### src/rtl/sev_seg_pkg.sv
// Purpose: shared constants and scan-state type for the seven-segment scan controller.
// Latency: n/a (declarations only).
// Backpressure: n/a.
package sev_seg_pkg;

    // Width of one displayed digit
    localparam int NIBBLE_W = 4;

    // Decoder input that turns every segment off
    localparam logic [NIBBLE_W-1:0] BLANK_CODE = 4'hF;

    // DEAD: all digits deselected (anti-ghosting gap); ON: current digit driven
    typedef enum logic [0:0] {
        DEAD = 1'b0,
        ON   = 1'b1
    } scan_state_t;

endpackage

### src/rtl/sev_seg_lzb.sv
// Purpose: per-digit leading-zero blank mask over a packed multi-digit value.
// Latency: combinational.
// Backpressure: none.
module sev_seg_lzb
    import sev_seg_pkg::*;
#(
    parameter int NUM_DIGITS = 4
) (
    input  logic [NIBBLE_W*NUM_DIGITS-1:0] value,
    output logic [NUM_DIGITS-1:0]          blank
);

    logic zero_above;

    // Walk from the most significant digit down; a digit blanks while every
    // digit at or above it is zero. Digit 0 always shows so zero reads "0".
    always_comb begin
        zero_above = 1'b1;
        blank      = '0;
        for (int i = NUM_DIGITS - 1; i >= 0; i--) begin
            zero_above = zero_above & (value[i*NIBBLE_W +: NIBBLE_W] == '0);
            blank[i]   = (i != 0) && zero_above;
        end
    end

endmodule

### src/rtl/sev_seg_scan_ctrl.sv
// Purpose: time-multiplexed scan of NUM_DIGITS common-anode digits through one shared decoder.
// Latency: new value shows at the first slot of the frame after it is accepted; dec_number is registered.
// Backpressure: single pending buffer; value_ready low from acceptance until the next frame boundary.
module sev_seg_scan_ctrl
    import sev_seg_pkg::*;
#(
    parameter int NUM_DIGITS  = 4,
    parameter int SLOT_CYCLES = 50000,
    parameter int DEAD_CYCLES = 500
) (
    input  logic                           clk,
    input  logic                           rst_n,
    input  logic [NIBBLE_W*NUM_DIGITS-1:0] value_in,
    input  logic                           value_valid,
    output logic                           value_ready,
    input  logic                           lzb_en,
    output logic [NIBBLE_W-1:0]            dec_number,
    output logic [NUM_DIGITS-1:0]          digit_sel_n,
    output logic                           frame_start
);

    localparam int VAL_W = NIBBLE_W * NUM_DIGITS;
    localparam int CNT_W = $clog2(SLOT_CYCLES);
    localparam int IDX_W = (NUM_DIGITS > 1) ? $clog2(NUM_DIGITS) : 1;

    localparam logic [CNT_W-1:0] SLOT_LAST = CNT_W'(SLOT_CYCLES - 1);
    localparam logic [CNT_W-1:0] DEAD_LAST = CNT_W'(DEAD_CYCLES - 1);
    localparam logic [IDX_W-1:0] IDX_LAST  = IDX_W'(NUM_DIGITS - 1);

    // Scan position and state
    logic              running;
    logic [CNT_W-1:0]  slot_cnt;
    logic [IDX_W-1:0]  digit_idx;
    scan_state_t       state;

    // Value storage
    logic [VAL_W-1:0]  display_reg;
    logic [VAL_W-1:0]  pending_reg;
    logic              pending_full;

    // Derived controls
    logic              slot_last;
    logic              idx_last;
    logic              xfer;
    logic              load_dec;
    logic [IDX_W-1:0]  load_idx;
    logic [VAL_W-1:0]  display_nxt;
    logic [NUM_DIGITS-1:0] blank_mask;

    assign value_ready = ~pending_full;
    assign slot_last   = (slot_cnt == SLOT_LAST);
    assign idx_last    = (digit_idx == IDX_LAST);

    // Swap in the pending value on the very last cycle of the frame so the
    // next frame's first slot already decodes it and no frame ever tears.
    assign xfer        = running && slot_last && idx_last && pending_full;
    assign display_nxt = xfer ? pending_reg : display_reg;

    // dec_number reloads at the edge that starts each slot; the edge that
    // leaves the post-reset idle cycle starts slot 0 of the first frame.
    assign load_dec = !running || slot_last;
    assign load_idx = (!running || idx_last) ? '0 : digit_idx + 1'b1;

    assign frame_start = running && (slot_cnt == '0) && (digit_idx == '0);

    sev_seg_lzb #(
        .NUM_DIGITS (NUM_DIGITS)
    ) u_lzb (
        .value (display_nxt),
        .blank (blank_mask)
    );

    // Slot and digit counters; held at zero until the first edge after reset
    // so that cycle is slot 0 cycle 0.
    always_ff @(posedge clk or negedge rst_n) begin
        if (!rst_n) begin
            running   <= 1'b0;
            slot_cnt  <= '0;
            digit_idx <= '0;
        end else if (!running) begin
            running <= 1'b1;
        end else begin
            slot_cnt <= slot_last ? '0 : slot_cnt + 1'b1;
            if (slot_last) begin
                digit_idx <= idx_last ? '0 : digit_idx + 1'b1;
            end
        end
    end

    // Dead-time / on-time phase within each slot
    always_ff @(posedge clk or negedge rst_n) begin
        if (!rst_n) begin
            state <= DEAD;
        end else if (running) begin
            case (state)
                DEAD:    if (slot_cnt == DEAD_LAST) state <= ON;
                ON:      if (slot_last)             state <= DEAD;
                default: state <= DEAD;
            endcase
        end
    end

    // Pending buffer fill on handshake, drain into the display at frame end
    always_ff @(posedge clk or negedge rst_n) begin
        if (!rst_n) begin
            display_reg  <= '0;
            pending_reg  <= '0;
            pending_full <= 1'b0;
        end else begin
            if (xfer) begin
                display_reg  <= pending_reg;
                pending_full <= 1'b0;
            end
            if (value_valid && value_ready) begin
                pending_reg  <= value_in;
                pending_full <= 1'b1;
            end
        end
    end

    // Registered nibble for the upcoming slot, blanked when it is a leading zero
    always_ff @(posedge clk or negedge rst_n) begin
        if (!rst_n) begin
            dec_number <= BLANK_CODE;
        end else if (load_dec) begin
            if (lzb_en && blank_mask[load_idx]) begin
                dec_number <= BLANK_CODE;
            end else begin
                dec_number <= display_nxt[load_idx*NIBBLE_W +: NIBBLE_W];
            end
        end
    end

    // Active-low one-hot digit enable, only during the ON phase
    always_comb begin
        digit_sel_n = '1;
        for (int i = 0; i < NUM_DIGITS; i++) begin
            if (state == ON && digit_idx == IDX_W'(i)) begin
                digit_sel_n[i] = 1'b0;
            end
        end
    end

endmodule

### config.mk
export PLATFORM = sky130hd
export DESIGN_NAME = sev_seg_scan_ctrl
export DESIGN_NICKNAME = d
export VERILOG_FILES = /design/src/rtl/sev_seg_pkg.sv /design/src/rtl/sev_seg_lzb.sv /design/src/rtl/sev_seg_scan_ctrl.sv
export SDC_FILE = /design/constraint.sdc
export NUM_CORES = 1
export LEC_CHECK = 0
export CORE_MARGIN = 5
export CORE_UTILIZATION = 35
export DETAILED_ROUTE_END_ITERATION = 12
export PLACE_DENSITY = 0.58
export SLEW_MARGIN = 20
export SYNTH_ARGS = -nofsm -noshare
export SYNTH_HDL_FRONTEND = slang
export SYNTH_SLANG_ARGS = --single-unit
### constraint.sdc
create_clock -name clk -period 2.2 [get_ports clk]
set_input_delay 0.66 -clock clk [delete_from_list [all_inputs] [get_ports clk]]
set_output_delay 0.66 -clock clk [all_outputs]
set_load 0.01 [all_outputs]
==> results of run 1 <==
-- logic make-up (layout without fill, tap and decap cells) --
kind of cell,count (synthesis),count (layout),share of synthesized area (%)
AO/OA/AOI/OAI,34,34,8.26
XOR/XNOR,13,13,3.94
adder cells (fa/ha/maj),6,6,2.60
buffers and inverters,17,95,2.34
flip-flops,57,57,49.5
multiplexers,41,41,15.6
other,1,1,0.130
AND/OR/NAND/NOR,100,100,17.7
-- final cells by class --
cell class / count / area share (%)
flip-flops and latches: 57 / 35.9
clock buffers: 11 / 3.55
well taps: 105 / 3.30
inverters: 6 / 0.565
repair buffers: 73 / 16.3
multi-input cells: 195 / 37.8
clock inverters: 5 / 2.61
-- power by group through the flow --
stage	Combinational [mW]	Clock [mW]	Sequential (mW)
4_1_cts	0.491	1.23	1.20
5_1_grt	0.544	1.29	1.21
6_report	0.487	1.20	1.20
3_3_place_gp	0.440	0	1.22
2_1_floorplan	0.197	0	1.24
3_5_place_dp	0.450	0	1.22
-- metal layers --
| metal | vias to the layer above | GRT usage (%) | routed length, µm |
|---|---|---|---|
| li1 | 1125 | - | - |
| met1 | 1101 | 18.1 | 3020 |
| met2 | 29 | 23.1 | 3250 |
| met3 | 5 | 4.91 | 283 |
| met4 | 0 | 3.89 | 60 |
| met5 | - | 0 | 0 |
-- stage by stage --
step           total power [mW]  std cells  hold slack, ps  worst slack [ps]  area [µm²]
4_1_cts                    2.93        450             287              -167        3930
6_report                   2.89        452             287              -136        3990
3_5_place_dp               1.67        433             502              -392        3620
5_1_grt                    3.05        452             298              -288        3990
2_1_floorplan              1.43        269             364              6.37        2920
3_3_place_gp               1.66        433             491              -333        3620
-- path summary, 6_finish.rpt --
kind	from	to	slack [ps]	depth (start not counted)
min in group clk	display_reg[0]	display_reg[0]	520	1
max in group asynchronous	rst_n	dec_number[3]	1340	2
hold / removal	rst_n	state	290	1
setup / recovery	slot_cnt[10]	frame_start	-140	3
setup reg to reg	slot_cnt[10]	dec_number[1]	-70	7
hold reg to reg	display_reg[0]	display_reg[0]	520	1
-- placed cells by master (no fill, tap or decap), drive strengths merged, types with 2 or more instances in the layout --
| cell | count |
|---|---|
| a211oi | 4 |
| a21oi | 2 |
| a22oi | 4 |
| and3 | 3 |
| buf | 46 |
| bufinv | 3 |
| clkbuf | 11 |
| clkdlybuf4s50 | 23 |
| clkinv | 2 |
| dfrtp | 53 |
| dfstp | 4 |
| dlygate4sd2 | 4 |
| ha | 6 |
| inv | 6 |
| mux2 | 32 |
| mux2i | 9 |
| nand2 | 32 |
| nand3 | 13 |
| nand4 | 9 |
| nor2 | 16 |
| nor3b | 2 |
| nor4 | 7 |
| o211ai | 9 |
| o21ai | 10 |
| o41ai | 2 |
| or2 | 5 |
| or4 | 6 |
| xnor2 | 7 |
| xor2 | 6 |
-- repair_timing --
item / 4_1_cts / 5_1_grt
resized for setup: 21 / 11
setup buffers: 1 / 1
hold buffers: 0 / 0
pin swaps: 6 / 4
endpoints found under the setup margin: 35 / 23
cloned: 0 / 1
==> results by group, run 1 <==
Outcome
  • Status: finished with violations
  • Failing checks: setup timing

Global routing
  • First-pass GRT wire length: 11,400 µm
  • Initial antenna violation count: 0
  • Vias in the first global route: 2,405
  • Largest net degree at the start of global routing: 26
  • Grt ovf: 0
  • Tot GR Track Use: 14.2%

Power and ir drop
  • Sequential share of power: 41.5%
  • Lkg Pwr: 1.80 nW
  • Peak supply drop: 0.000335 V
  • Share of total power in combinational logic: 16.8%
  • Internal: 2.17 mW
  • Net switching power: 720 µW
  • Pwr Density: 726 nW/µm²
  • Share of power burned in the clock network: 41.6%
  • Switching Fraction: 24.9%

Clock tree
  • Clock Latency Late Sink: 340 ps
  • Clock-pin slew on the worst setup and hold paths: 60 ps
  • H-tree Lvls: 3
  • Number of clock buffers inserted by TritonCTS: 9
  • CTS root buf: clkbuf_8
  • CTS tree: done
  • CTS max path bufs: 2
  • Clock tree sinks: 57

Finish
  • Fillcell total: 737
  • Area Growth Syn to Fin: 37.8%
  • Ant diodes: 0
  • Area of the multi-input gates: 1510 µm²
  • Register area: 1430 µm²
  • NumNets Final: 368
  • Post-Route Utilization: 49.0%
  • Layout cells sized above 1: 34.9%

STA
  • Period utilization: 106%
  • Worst slew margin: 66.6%
  • Crit path time final: 2340 ps
  • Final hold vios: 0
  • Final Worst Setup Slack: -136 ps
  • RSZ-0062 raised after global routing: yes
  • Skew final: 11.4 ps
  • Post-route setup TNS: -346 ps
  • Worst slew pin tran: 501 ps
  • Fmax: 0.428 GHz
  • Setup-failing EPs final: 5
  • Max Slew Vio Count: 0

Logic synthesis
  • Ys async rst share: 100%
  • Register area share after synthesis: 49.5%
  • Flops & latches, synth: 57
  • Largest area contributor in the netlist: dfrtp_1
  • Top post-synthesis cells by area: dfrtp_1 (46%), mux2_2 (12%), nand2_1 (4.2%)
  • Top cell type's share of synthesized area: 45.8%
  • Synth cell types: 42
  • Post-Syn Instances: 269
  • Post-synth top cells: dfrtp_1 (53), mux2_2 (32), nand2_1 (32), nor2_1 (15), nand3_1 (13)
  • Syn Area/Cell: 10.8 µm²
  • Top_reg_cell synth: dfrtp_1
  • Syn Nets: 295
  • Synth warn: 0
  • Cell Area, Synth: 2890 µm²
  • Post-synth EDFFs: 0
  • Count leader, synth: dfrtp_1

Routing
  • Via-per-instance ratio: 5.00
  • DR vias: 2,260
  • Pre-antenna DRT Iters: 4
  • Drt drc: 0
  • Final wirelength: 6610 µm
  • Post-route antenna net violation count: 0
  • DRT iter0 DRCs: 96
  • Routed len/inst: 14.6 µm

Critical path
  • Worst-path cell chain: or4_4 > nor4_4 > buf_2
  • Worst EP required: 1540 ps
  • Crit path DAT: 1680 ps
  • Worst path top cell family by delay: simple AND/OR/NAND/NOR gates
  • Crit end category: output port
  • Critical path's slowest cell: or4_4
  • Buf/Inv on CP: 1
  • Worst path max stage delay: 570 ps
  • Largest fanout on the critical path: 2
  • CP Class: flop to output port
  • Setup crit start kind: flop

Placed design
  • GPL Wtd Cong: 0.885
  • DP Wirelength: 4980 µm
  • # port buffers: 29

Min path
  • Worst Hold Class: input port to asynchronous set/reset pin

Floorplan
  • Rows: 33
  • Die Area: 10,200 µm²
  • Die Ht: 101 µm
  • Starting density of the core: 35.6%
  • Core box area: 8130 µm²
  • Overall die width: 101 µm
  • Ports: 30

Flow run
  • Max Cap Viol: 0
(Power assumes the default switching activity.)
==> run 2, diff against run 1 <==
- GPL_TIMING_DRIVEN: default -> 0
- SLEW_MARGIN: 20 -> 25
==> results by group, run 2 (synthesis results as in run 1) <==
Power and ir drop
  • Pwr Density: 686 nW/µm²
  • Peak supply drop: 0.000393 V
  • Lkg Pwr: 1.64 nW
  • Total power: 2.60 mW

Floorplan
  • Core box area: 8130 µm²
  • Die Area: 10,200 µm²
  • Die Ht: 101 µm
  • Starting density of the core: 35.6%
  • Rows: 33
  • Ports: 30
  • Overall die width: 101 µm

Global routing
  • Vias in the first global route: 2,425
  • Grt ovf: 0
  • First-pass GRT wire length: 11,900 µm
  • Largest net degree at the start of global routing: 32
  • Initial antenna violation count: 0
  • Tot GR Track Use: 15.1%

Clock tree
  • H-tree Lvls: 3
  • Clock-pin slew on the worst setup and hold paths: 70 ps
  • CTS root buf: clkbuf_8
  • # hold bufs at CTS: 0
  • Clock tree sinks: 57
  • CTS tree: done
  • Clock Latency Late Sink: 350 ps
  • Number of clock buffers inserted by TritonCTS: 9
  • CTS max path bufs: 2

STA
  • Crit path time final: 2510 ps
  • Setup-failing EPs final: 5
  • Max Slew Vio Count: 0
  • Skew final: 11.6 ps
  • Final hold vios: 0
  • Min Hold Slack: 218 ps
  • Final Worst Setup Slack: -313 ps
  • Worst slew margin: 62.7%
  • Period utilization: 114%
  • RSZ-0062 raised after global routing: yes
  • Fmax: 0.398 GHz
  • Worst slew pin tran: 557 ps

Critical path
  • Largest fanout on the critical path: 6
  • Worst EP required: 1540 ps
  • CP Class: flop to output port
  • Crit path DAT: 1850 ps
  • Crit end category: output port
  • Setup crit start kind: flop

Finish
  • Most common library cell in the layout ignoring fill and taps: dfrtp_1
  • Layout cells sized above 1: 33.5%
  • Ant diodes: 0
  • NumNets Final: 349
  • Most frequent cells in the layout: dfrtp_1 (51), mux2_2 (32), nand2_1 (29)
  • Area Growth Syn to Fin: 30.9%
  • Final cell count without fillers: 433

Min path
  • Worst Hold Class: input port to asynchronous set/reset pin

Outcome
  • Status: finished with violations
  • Failing checks: setup timing

Routing
  • DR vias: 2,295
  • Routed len/inst: 16.1 µm
  • Pre-antenna DRT Iters: 4
  • Via-per-instance ratio: 5.30
  • Post-route antenna net violation count: 0
  • Final wirelength: 6980 µm
  • Drt drc: 0
  • DRT iter0 DRCs: 108

Placed design
  • Pre-CTS setup slack: -808 ps
  • DP Wirelength: 4780 µm
  • Placed Cells: 404
  • # port buffers: 29
  • GPL Wtd Cong: 0.798

Flow run
  • Max Cap Viol: 0
[run 2: power breakdown]
part / switching (mW) / internal [mW] / total [mW]
Combinational: 0.185 / 0.195 / 0.380
Sequential: 0.116 / 1.14 / 1.26
Clock: 0.441 / 0.517 / 0.958
[run 2: what timing repair did]
action | in CTS | in global routing
pin swaps | 6 | 6
buffers inserted | 8 | 6
setup endpoints to repair | 45 | 31
cloned | 1 | 0
hold endpoints to repair | 0 | 0
gates resized for setup | 36 | 23
[run 2: final timing paths]
check | from | cells past startpoint | slack [ps] | end
worst max-delay path | slot_cnt[10] | 4 | -310 | frame_start
worst min-delay path | rst_n | 1 | 220 | slot_cnt[15]
worst max register to register | slot_cnt[10] | 6 | -90 | dec_number[3]
worst min register to register | slot_cnt[13] | 1 | 510 | slot_cnt[13]
max in group asynchronous | rst_n | 2 | 1430 | dec_number[2]
min in group clk | slot_cnt[13] | 1 | 510 | slot_cnt[13]
[run 2: area by class of cell]
type	count	area (µm²)
multi-input combinational	196	1550
inverter	6	25.0
fill	764	4350
buffer	9	66.3
clock inverter	6	58.8
clock buffer	10	128
tap	105	131
timing repair buffer	44	399
sequential	57	1430
[run 2: routing by layer]
layer | vias up | share of wire (%) | track usage [%]
met2 | 47 | 49 | 23.4
met3 | 18 | 4.8 | 4.57
met5 | - | 0 | 0
li1 | 1085 | - | -
met1 | 1145 | 43 | 19.0
met4 | 0 | 3.5 | 8.18
[run 2: metrics by stage]
stage	setup TNS, ps	util, %	cell area, µm²
3_3_place_gp	-87360	41.0	3340
3_5_place_dp	-13630	41.3	3360
5_1_grt	-1040	46.6	3790
4_1_cts	-1030	45.1	3660
2_1_floorplan	0	-	2920
6_report	-578	46.6	3790
[run 2: critical path: stages, from the launching register on]
cell and delay [ps]:
dfrtp_1 390, or4_4 540, buf_6 160, nor4_4 250, buf_2 170
